File: src/rtl/vga_fb_arbiter_if.sv
`default_nettype none
// ============================================================================
// vga_fb_wr_if / vga_fb_mem_if : pixel-writer handshake and frame-buffer bus
// Rev 1.0
// ============================================================================

interface vga_fb_wr_if;
  logic        wr_req;
  logic [15:0] wr_addr;
  logic [7:0]  wr_data;
  logic        wr_ack;

  modport master (output wr_req, wr_addr, wr_data, input wr_ack);
  modport slave  (input wr_req, wr_addr, wr_data, output wr_ack);
endinterface

interface vga_fb_mem_if;
  logic [15:0] mem_addr;
  logic        mem_we;
  logic [7:0]  mem_wdata;
  logic [7:0]  mem_rdata;

  modport master (output mem_addr, mem_we, mem_wdata, input mem_rdata);
  modport slave  (input mem_addr, mem_we, mem_wdata, output mem_rdata);
endinterface

`default_nettype wire

File: src/rtl/vga_fb_arbiter.sv
`default_nettype none
// ============================================================================
// vga_fb_arbiter : single-port frame-buffer arbiter with scanout prefetch FIFO
// Rev 1.0
// ============================================================================

module vga_fb_arbiter #(
  parameter int WORDS      = 38400,
  parameter int FIFO_DEPTH = 4
) (
  input  logic         clk,
  input  logic         rst_n,
  input  logic         pixel,
  input  logic [18:0]  p_count,
  input  logic         v_sync,
  vga_fb_wr_if.slave   wr,
  input  logic         clr_req,
  output logic         clr_busy,
  vga_fb_mem_if.master mem,
  output logic         pix_out,
  output logic         underrun
);

  localparam int PW = 17;
  localparam int CW = $clog2(FIFO_DEPTH + 1);
  localparam int AW = (FIFO_DEPTH > 1) ? $clog2(FIFO_DEPTH) : 1;
  localparam logic [PW-1:0] C_WORDS    = PW'(WORDS);
  localparam logic [PW-1:0] C_LAST     = PW'(WORDS - 1);
  localparam logic [CW:0]   C_DEPTH    = (CW+1)'(FIFO_DEPTH);
  localparam logic [AW-1:0] C_IDX_LAST = AW'(FIFO_DEPTH - 1);

  typedef enum logic [0:0] {
    S_IDLE  = 1'b0,
    S_CLEAR = 1'b1
  } state_t;

  state_t          r_state;
  logic [PW-1:0]   r_fetch_ptr;
  logic [PW-1:0]   r_clr_ptr;
  logic            r_rd_issue;
  logic            r_rd_valid;
  logic            r_vsync_d;
  logic [7:0]      r_fifo [FIFO_DEPTH];
  logic [AW-1:0]   r_rd_idx;
  logic [AW-1:0]   r_wr_idx;
  logic [CW-1:0]   r_count;
  logic [15:0]     r_mem_addr;
  logic            r_mem_we;
  logic [7:0]      r_mem_wdata;
  logic            r_wr_ack;
  logic            r_clr_busy;
  logic            r_pix;
  logic            r_underrun;

  logic            w_vs_fall;
  logic [CW:0]     w_level;
  logic            w_rd_go;
  logic            w_wr_go;
  logic            w_wr_in;
  logic            w_clr_go;
  logic            w_empty;
  logic            w_push;
  logic            w_pop;
  logic [7:0]      w_head;
  logic            w_unused_pcount;

  assign w_unused_pcount = ^p_count[18:3];

  assign w_vs_fall = r_vsync_d & ~v_sync;
  // Reads already issued but not yet pushed still reserve a FIFO slot.
  assign w_level   = {1'b0, r_count} + (CW+1)'(r_rd_issue) + (CW+1)'(r_rd_valid);
  assign w_rd_go   = ~w_vs_fall && (w_level < C_DEPTH) && (r_fetch_ptr < C_WORDS);
  // The ack cycle is skipped so a requester still dropping WR_REQ is not served twice.
  assign w_wr_go   = wr.wr_req & ~r_wr_ack & ~w_rd_go;
  assign w_wr_in   = ({1'b0, wr.wr_addr} < C_WORDS);
  assign w_clr_go  = (r_state == S_CLEAR) & ~w_rd_go & ~w_wr_go;
  assign w_empty   = (r_count == '0);
  assign w_push    = r_rd_valid;
  assign w_pop     = pixel & (p_count[2:0] == 3'd7) & ~w_empty;
  assign w_head    = r_fifo[r_rd_idx];

  always_ff @(posedge clk or negedge rst_n) begin
    if (!rst_n) begin
      r_vsync_d   <= 1'b1;
      r_fetch_ptr <= '0;
      r_rd_issue  <= 1'b0;
      r_rd_valid  <= 1'b0;
      r_rd_idx    <= '0;
      r_wr_idx    <= '0;
      r_count     <= '0;
    end else begin
      r_vsync_d <= v_sync;
      if (w_vs_fall) begin
        r_fetch_ptr <= '0;
        r_rd_issue  <= 1'b0;
        r_rd_valid  <= 1'b0;
        r_rd_idx    <= '0;
        r_wr_idx    <= '0;
        r_count     <= '0;
      end else begin
        r_rd_issue <= w_rd_go;
        r_rd_valid <= r_rd_issue;
        if (w_rd_go)
          r_fetch_ptr <= r_fetch_ptr + PW'(1);
        if (w_push)
          r_wr_idx <= (r_wr_idx == C_IDX_LAST) ? '0 : r_wr_idx + AW'(1);
        if (w_pop)
          r_rd_idx <= (r_rd_idx == C_IDX_LAST) ? '0 : r_rd_idx + AW'(1);
        r_count <= r_count + CW'(w_push) - CW'(w_pop);
      end
    end
  end

  always_ff @(posedge clk) begin
    if (w_push && !w_vs_fall)
      r_fifo[r_wr_idx] <= mem.mem_rdata;
  end

  always_ff @(posedge clk or negedge rst_n) begin
    if (!rst_n) begin
      r_pix      <= 1'b0;
      r_underrun <= 1'b0;
    end else if (pixel) begin
      if (w_empty) begin
        r_pix      <= 1'b0;
        r_underrun <= 1'b1;
      end else begin
        r_pix <= w_head[~p_count[2:0]];
      end
    end else begin
      r_pix <= 1'b0;
    end
  end

  always_ff @(posedge clk or negedge rst_n) begin
    if (!rst_n) begin
      r_state     <= S_IDLE;
      r_clr_ptr   <= '0;
      r_clr_busy  <= 1'b0;
      r_mem_addr  <= '0;
      r_mem_we    <= 1'b0;
      r_mem_wdata <= '0;
      r_wr_ack    <= 1'b0;
    end else begin
      r_mem_we <= 1'b0;
      r_wr_ack <= w_wr_go;

      if (w_rd_go) begin
        r_mem_addr <= r_fetch_ptr[15:0];
      end else if (w_wr_go) begin
        if (w_wr_in) begin
          r_mem_addr  <= wr.wr_addr;
          r_mem_wdata <= wr.wr_data;
          r_mem_we    <= 1'b1;
        end
      end else if (w_clr_go) begin
        r_mem_addr  <= r_clr_ptr[15:0];
        r_mem_wdata <= 8'h00;
        r_mem_we    <= 1'b1;
      end

      case (r_state)
        S_IDLE: begin
          if (clr_req) begin
            r_state    <= S_CLEAR;
            r_clr_ptr  <= '0;
            r_clr_busy <= 1'b1;
          end
        end
        S_CLEAR: begin
          if (w_clr_go) begin
            if (r_clr_ptr == C_LAST) begin
              r_state    <= S_IDLE;
              r_clr_busy <= 1'b0;
            end else begin
              r_clr_ptr <= r_clr_ptr + PW'(1);
            end
          end
        end
        default: r_state <= S_IDLE;
      endcase
    end
  end

  assign mem.mem_addr  = r_mem_addr;
  assign mem.mem_we    = r_mem_we;
  assign mem.mem_wdata = r_mem_wdata;
  assign wr.wr_ack     = r_wr_ack;
  assign clr_busy      = r_clr_busy;
  assign pix_out       = r_pix;
  assign underrun      = r_underrun;

endmodule

`default_nettype wire

File: src/flat_wrapper.sv
// flat-port wrapper written by rule: the top's interface ports become plain ports
module vga_fb_arbiter_flat 
#(
  parameter int WORDS      = 38400,
  parameter int FIFO_DEPTH = 4
)
  (clk, rst_n, pixel, p_count, v_sync, clr_req, clr_busy, pix_out, underrun, wr_wr_req, wr_wr_addr, wr_wr_data, wr_wr_ack, mem_mem_addr, mem_mem_we, mem_mem_wdata, mem_mem_rdata);
  vga_fb_wr_if wr_i ();
  vga_fb_mem_if mem_i ();
  input  logic clk;
  input  logic rst_n;
  input  logic pixel;
  input  logic [18:0] p_count;
  input  logic v_sync;
  input  logic clr_req;
  output logic clr_busy;
  output logic pix_out;
  output logic underrun;
  input wire logic [$bits(wr_i.wr_req)-1:0] wr_wr_req;
  input wire logic [$bits(wr_i.wr_addr)-1:0] wr_wr_addr;
  input wire logic [$bits(wr_i.wr_data)-1:0] wr_wr_data;
  output wire logic [$bits(wr_i.wr_ack)-1:0] wr_wr_ack;
  output wire logic [$bits(mem_i.mem_addr)-1:0] mem_mem_addr;
  output wire logic [$bits(mem_i.mem_we)-1:0] mem_mem_we;
  output wire logic [$bits(mem_i.mem_wdata)-1:0] mem_mem_wdata;
  input wire logic [$bits(mem_i.mem_rdata)-1:0] mem_mem_rdata;
  assign wr_i.wr_req = wr_wr_req;
  assign wr_i.wr_addr = wr_wr_addr;
  assign wr_i.wr_data = wr_wr_data;
  assign wr_wr_ack = wr_i.wr_ack;
  assign mem_mem_addr = mem_i.mem_addr;
  assign mem_mem_we = mem_i.mem_we;
  assign mem_mem_wdata = mem_i.mem_wdata;
  assign mem_i.mem_rdata = mem_mem_rdata;
  vga_fb_arbiter #(.WORDS(WORDS), .FIFO_DEPTH(FIFO_DEPTH)) u_core (.clk(clk), .rst_n(rst_n), .pixel(pixel), .p_count(p_count), .v_sync(v_sync), .wr(wr_i), .clr_req(clr_req), .clr_busy(clr_busy), .mem(mem_i), .pix_out(pix_out), .underrun(underrun));
endmodule
File: config.mk
export PLATFORM = sky130hd
export DESIGN_NAME = vga_fb_arbiter_flat
export DESIGN_NICKNAME = d
export VERILOG_FILES = /design/src/rtl/vga_fb_arbiter_if.sv /design/src/rtl/vga_fb_arbiter.sv /design/src/flat_wrapper.sv
export SDC_FILE = /design/constraint.sdc
export NUM_CORES = 1
export LEC_CHECK = 0
export BUFFER_PORTS_ARGS = -buffer_cell sky130_fd_sc_hd__buf_2
export CAP_MARGIN = 5
export CORE_UTILIZATION = 55
export DETAILED_ROUTE_END_ITERATION = 8
export HOLD_SLACK_MARGIN = 0.08
export PLACE_DENSITY = 0.84
export SLEW_MARGIN = 20
export SYNTH_ARGS = -nofsm -noshare
export SYNTH_HDL_FRONTEND = slang
export SYNTH_SLANG_ARGS = --single-unit
File: constraint.sdc
create_clock -name clk -period 5.2 [get_ports clk]
set_input_delay 1.3 -clock clk [delete_from_list [all_inputs] [get_ports clk]]
set_output_delay 1.3 -clock clk [all_outputs]
set_load 0.02 [all_outputs]
==> flow_summary.ini, run 1 <==
[power]
pwr-share-comb_pct = 33.9
p_clk_share_pct = 20.7
ir_drop_mv = 0.1708
p_leak_nw = 2.526
p_switching_w = 0.001026
p_int_w = 0.001568
switching_share_pct = 39.56
pwr-share-seq_pct = 45.5
powerDensity_nw_per_um2 = 446.8

[detailed_routing]
wl_um = 11260
dr.first_iter.drc_count = 210
wire_per_inst_um = 17.49
ant_nets = 0
viasPerCell = 6.109
vias = 3934
first_pass_iters = 5
drc = 0

[floorplanning]
fp-row-count = 35
die_x_um = 99.22
core_um2 = 9196
dieArea_um2 = 9845
boundaryPins = 86
initial_core_util_pct = 56.53
dieHeight_um = 99.22

[worst_setup_path]
crit_buf_inv = 1
cp_data_arrival_time_ps = 3320
endpoint_kind = register
cp_slowest_cell = nand2b_1
critical-path-max-stage-delay_ps = 590
crit_chain = buf_2 > nand2b_1 > nand2_1 > a31o_2 > or4_1 > a21oi_1
cp_top_family = simple AND/OR/NAND/NOR gates
cp.required_ps = 5500
critical_path.max_fanout = 21
critical_path_class = primary input to register
worstSetupStartpointType = primary input

[clocking]
insertion_delay_ps = 380
cts_tree = done
clockBufferDepth = 2
htreeDepth = 3
cts_root_buf = clkbuf_8
cts_num_sinks = 106
ctsHoldBuffers = 0
cts-resized-gates = 0
post-cts-setup-buffers = 0
cts-buffers-inserted = 9
clk_pin_slew_worst_paths_ps = 110

[global_routing]
use_met2_pct = 40.28
busiest_layer = met2
grt_pass1_vias = 3840
grt_pass1_wl_um = 18520
grt_max_degree = 75
antenna_found_initial = 1
grt_use_total_pct = 24.05
grt_use_met3_pct = 4.779
grt-ovfl-total = 0
met1_usage_pct = 31.28

[final_layout]
design_area_um2 = 5807
drive_above_1_share_pct = 20.83
fin_nets = 597
fillers = 694
insertedDiodeCount = 0
syn_to_final_growth_pct = 11.70

[timing]
slew_headroom_pct = 37.39
setup-violations-final = 0
tightest_slew_ps = 939.2
fmax_mhz = 331.3
slew_viol_final = 0
setup-tns-final_ps = 0
fin_crit_sh_pct = 58.05
skew_ps = 17.83
period_minus_slack_ps = 3019
hold_viol = 0
rsz0062_at_grt = false

[placement]
numPortBuffers = 69
gp_congestion = 0.8544
hpwlAfterDp_um = 7636
place_area_um2 = 5594

[hold_path]
hold_class = register to register

[synth]
synth_xor_area_share_pct = 2.527
synth_area_um2 = 5199
synth-compound-area-share_pct = 11.00
synth.largest_area_cell = dfrtp_1
synth_mux_area_share_pct = 5.680
syn_inst = 471
yosys.area.top_type_share_pct = 35.14
synth-seq-cells = 106
synth_async_sr_flop_share_pct = 69.81
syn_nets = 540
syn_area_per_cell_um2 = 11.04
synth-seq-area-share_pct = 54.13
yosys_warnings = 0
synth_flop_cell = dfrtp_1
synth_edf_count = 32
yosys.area_share.simple_pct = 20.60
synthAdderAreaFrac_pct = 3.032
synthTopCellsByArea = dfrtp_1, edfxtp_1, nand2_1, mux4_2, nor2_1
synth_top_family_by_area = simple AND/OR/NAND/NOR gates
ys_types = 63

[flow_run]
cap_violations = 0

[status]
status = completed
==> cell usage after synthesis (8+ instances only) <==
| master | instances |
|---|---|
| a21oi_1 | 8 |
| clkbuf_1 | 14 |
| edfxtp_1 | 32 |
| ha_1 | 11 |
| nand2_1 | 68 |
| nor2_1 | 46 |
| o31ai_1 | 19 |
| nor3_1 | 9 |
| mux4_2 | 10 |
| dfrtp_1 | 73 |
| xnor2_1 | 13 |
| inv_1 | 9 |
| nand3_1 | 14 |
| buf_2 | 9 |
| a22o_1 | 8 |
| and3_1 | 23 |
==> layout by cell type, fill, tap and decap left out, drive strengths merged, types with 10 or more instances in the layout <==
master | netlist | routed
and3 | 23 | 23
o31ai | 20 | 20
dfrtp | 73 | 73
nor2 | 48 | 48
mux4 | 10 | 10
nand3 | 14 | 14
inv | 10 | 16
ha | 11 | 11
xnor2 | 13 | 13
nand2 | 68 | 68
edfxtp | 32 | 32
buf | 12 | 72
==> cell families (layout without fill, tap and decap cells) <==
kind of cell | count (synthesis) | in the layout
AOI/OAI and AO/OA | 75 | 75
xor gates and xnor gates | 15 | 15
DFF | 106 | 106
adders and majority gates | 12 | 12
buffers and inverters | 36 | 98
and+or+nand+nor | 210 | 210
muxes | 17 | 17
==> path summary, 6_finish.rpt <==
check | slack, ps | startpoint | depth (start not counted) | endpoint
setup reg to reg | 2220 | u_core.r_count[1] | 7 | u_core.mem.mem_wdata[6]
hold reg to reg | 460 | u_core.underrun | 1 | u_core.underrun
max in group asynchronous | 3540 | rst_n | 1 | u_core.clr_busy
setup / recovery | 2180 | wr_wr_req | 6 | u_core.r_clr_ptr[13]
min in group asynchronous | 1040 | rst_n | 1 | u_core.r_fetch_ptr[13]
hold / removal | 460 | u_core.underrun | 1 | u_core.underrun
==> state kept, by name (all words and copies together), names as in the netlist <==
signal / cells
u_core.wr.wr_ack: 1
u_core.r_count: 3
u_core.r_clr_ptr: 17
u_core.r_fetch_ptr: 17
u_core.clr_busy: 1
u_core.pix_out: 1
u_core.r_state: 1
u_core.mem.mem_we: 1
u_core.r_wr_idx: 2
u_core.mem.mem_wdata: 8
u_core.r_vsync_d: 1
u_core.r_rd_issue: 1
u_core.r_rd_valid: 1
u_core.r_rd_idx: 2
u_core.underrun: 1
u_core.r_fifo: 32
u_core.mem.mem_addr: 16
==> metrics by stage <==
step,setup WS (ps),cells,utilization [%],hold slack (ps),total power (W)
global route,2032,644,63.14,493.2,0.002748
finish,2181,644,63.14,458.7,0.002595
detailed placement,1573,628,60.83,439.1,0.002066
CTS,1970,644,63.09,462.8,0.002600
global placement,1668,628,60.83,431.9,0.002027
floorplan,2358,471,-,476.5,0.001815
==> per-layer routing <==
| layer | up-vias | part of all wire (%) |
|---|---|---|
| met2 | 94 | 50 |
| met3 | 26 | 4.4 |
| met1 | 1965 | 43 |
| met5 | - | 0.071 |
| li1 | 1847 | - |
| met4 | 2 | 2.5 |
==> worst reg2reg max path: stages, from the launching register on <==
cell	delay, ps
dfrtp_1	460
ha_1	240
or4bb_1	550
o211ai_2	300
nand3_1	250
inv_2	580
a211oi_2	240
a22o_1	260
==> power groups by stage <==
| stage | Sequential (W) | Combinational, W | Clock, W |
|---|---|---|---|
| 3_5_place_dp | 0.00119 | 0.000872 | 0 |
| 2_1_floorplan | 0.00126 | 0.000555 | 0 |
| 6_report | 0.00118 | 0.000878 | 0.000536 |
| 5_1_grt | 0.00120 | 0.000967 | 0.000578 |
| 4_1_cts | 0.00118 | 0.000878 | 0.000544 |
| 3_3_place_gp | 0.00118 | 0.000843 | 0 |
==> final cells by class <==
cell class | instances | area (um^2) | area share [%]
Sequential cell | 106 | 2814 | 48.46
Multi-Input combinational cell | 329 | 2238 | 38.55
Timing Repair Buffer | 72 | 370.4 | 6.378
Tap cell | 111 | 138.9 | 2.392
Clock buffer | 9 | 123.9 | 2.133
Clock inverter | 7 | 83.83 | 1.444
Inverter | 10 | 37.54 | 0.6464
No activity file was read; power rests on OpenSTA's default activity.
==> run 2, diff against run 1 <==
--- a/config.mk
+++ b/config.mk
@@ -7,10 +7,10 @@
 export LEC_CHECK = 0
 export BUFFER_PORTS_ARGS = -buffer_cell sky130_fd_sc_hd__buf_2
 export CAP_MARGIN = 5
-export CORE_UTILIZATION = 55
+export CORE_UTILIZATION = 51
 export DETAILED_ROUTE_END_ITERATION = 8
 export HOLD_SLACK_MARGIN = 0.08
-export PLACE_DENSITY = 0.84
+export PLACE_DENSITY = 0.82
 export SLEW_MARGIN = 20
 export SYNTH_ARGS = -nofsm -noshare
 export SYNTH_HDL_FRONTEND = slang
==> constraint.sdc (replaced) <==
create_clock -name clk -period 2.5 [get_ports clk]
set_input_delay 0.625 -clock clk [delete_from_list [all_inputs] [get_ports clk]]
set_output_delay 0.625 -clock clk [all_outputs]
set_load 0.02 [all_outputs]
==> run 2 against run 1 <==
Sequential share of layout area shrank 1.4 points. Clock power grew 110%. Clock-buffer cell count is the same. Sequential power grew 110%. Critical path depth is the same. Sequential cell count is the same. Routed wire length grew 3.9%. Final cell count grew 5.6%. Via count grew 1.4%. Critical path type is now register to register. Largest cell class unchanged.
==> flow_summary.ini, run 2 (synthesized netlist as in run 1, its figures left out) <==
[detailed_routing]
first_pass_iters = 4
viasPerCell = 5.868
wire_per_inst_um = 17.21
vias = 3990
wl_um = 11710
dr.first_iter.drc_count = 259
drc = 0
ant_nets = 0

[power]
p_leak_nw = 2.605
ir_drop_mv = 0.5264
total_power_w = 0.005541
pwr-share-seq_pct = 43.8
pwr-share-comb_pct = 36.5
switching_share_pct = 39.23
p_switching_w = 0.002174
p_int_w = 0.003367
p_clk_share_pct = 19.8
powerDensity_nw_per_um2 = 926.0

[timing]
tightest_slew_ps = 602.6
setup-violations-final = 0
slew_headroom_pct = 59.75
hold_viol = 0
fmax_mhz = 416.8
slew_viol_final = 0
timing.hold.ws_ps = 158.0
skew_ps = 13.89
period_minus_slack_ps = 2399
fin_crit_sh_pct = 95.98

[global_routing]
grt_max_degree = 45
grt_use_total_pct = 23.92
grt_pass1_vias = 3773
grt-ovfl-total = 0
antenna_found_initial = 0
grt_pass1_wl_um = 18980

[placement]
numPortBuffers = 69
gp_congestion = 0.8839
hpwlAfterDp_um = 8418
place_inst = 664

[worst_setup_path]
r2r_slack_ps = 100
worstReg2RegStart = u_core.r_count[2]
cp.required_ps = 2780
cp_data_arrival_time_ps = 2680
critical_path.max_fanout = 13
critical-path-max-stage-delay_ps = 550
critical_path_class = register to register
rr_worst_depth = 6
endpoint_kind = register
worstSetupStartpointType = register
cp_slowest_cell = or4bb_1
r2r_end = u_core.r_fetch_ptr[9]
crit_chain = ha_1 > or4bb_1 > o211a_1 > nor4b_1 > xnor2_1 > nor2_1

[final_layout]
top_regs = u_core.r_fifo (32), u_core.r_clr_ptr (17), u_core.r_fetch_ptr (17)
instances_no_fill = 680
drive_above_1_share_pct = 23.58
fin_nets = 611
final_cell_mix = dfrtp_1, nand2_1, buf_2
syn_to_final_growth_pct = 15.11
top_register = u_core.r_fifo
final_common_cell = dfrtp_1
largest_register_ffs = 32
utilization_pct = 60.95
insertedDiodeCount = 0

[clocking]
cts_root_buf = clkbuf_8
cts_tree = done
insertion_delay_ps = 390
clk_pin_slew_worst_paths_ps = 110
cts-buffers-inserted = 9
htreeDepth = 3
cts_num_sinks = 106
ctsHoldBuffers = 0
clockBufferDepth = 2

[flow_run]
cap_violations = 0

[floorplanning]
boundaryPins = 86
fp-row-count = 36
core_um2 = 9819
die_x_um = 103.0
initial_core_util_pct = 52.94
dieHeight_um = 103.0
dieArea_um2 = 10600

[hold_path]
hold_class = primary input to asynchronous set/reset pin

[status]
status = completed
run 2: layout make-up:
cell class                      instances  area (um^2)
Clock buffer                            9        123.9
Clock inverter                          7        86.33
Fill cell                             829         3835
Inverter                               10        37.54
Multi-Input combinational cell        329         2268
Sequential cell                       106         2814
Tap cell                              133        166.4
Timing Repair Buffer                   86        488.0
run 2: through the flow:
step	TNS, ps	worst slack [ps]	cell area [um^2]
global route	-21.55	-12.07	5984
finish	0	100.6	5984
global placement	0	84.51	5739
CTS	0	47.74	5949
floorplan	0	294.0	5199
detailed placement	0	51.25	5739
run 2: worst max-delay path: cells and delay by family (launching register included):
kind | cells | cell delay, ps
AOI/OAI and AO/OA | 1 | 410
xor gates and xnor gates | 1 | 170
adders and majority gates | 1 | 210
DFF | 1 | 450
and+or+nand+nor | 3 | 1060
run 2: worst max path at each step:
stage | slack [ps] | start | end
2_1_floorplan | 290 | u_core.r_count[1] | u_core.mem.mem_addr[12]
3_3_place_gp | 80 | wr_wr_addr[9] | u_core.mem.mem_wdata[0]
3_5_place_dp | 50 | wr_wr_addr[9] | u_core.mem.mem_wdata[6]
4_1_cts | 50 | u_core.r_count[0] | u_core.r_clr_ptr[13]
5_1_grt | -10 | u_core.r_count[2] | u_core.r_fetch_ptr[9]
6_report | 100 | u_core.r_count[2] | u_core.r_fetch_ptr[9]
run 2: routing by layer:
metal / vias to the layer above / track usage (%) / wire, um
li1: 1874 / - / -
met1: 1977 / 32.42 / 5076
met2: 127 / 39.79 / 5765
met3: 12 / 5.288 / 735
met4: 0 / 4.984 / 129
met5: - / 0 / 0
run 2: power groups by stage:
| stage | Clock, W | Sequential (W) | Combinational (W) |
|---|---|---|---|
| after global routing | 0.00119 | 0.00247 | 0.00224 |
| after global placement | 0 | 0.00243 | 0.00191 |
| final | 0.00110 | 0.00242 | 0.00202 |
| after CTS | 0.00113 | 0.00242 | 0.00200 |
| after detailed placement | 0 | 0.00245 | 0.00200 |
| after floorplan | 0 | 0.00262 | 0.00115 |
run 2: repair_timing:
action                     4_1_cts  5_1_grt
setup endpoints to repair        0       22
resized for setup                0        6
buffers inserted                 0        0
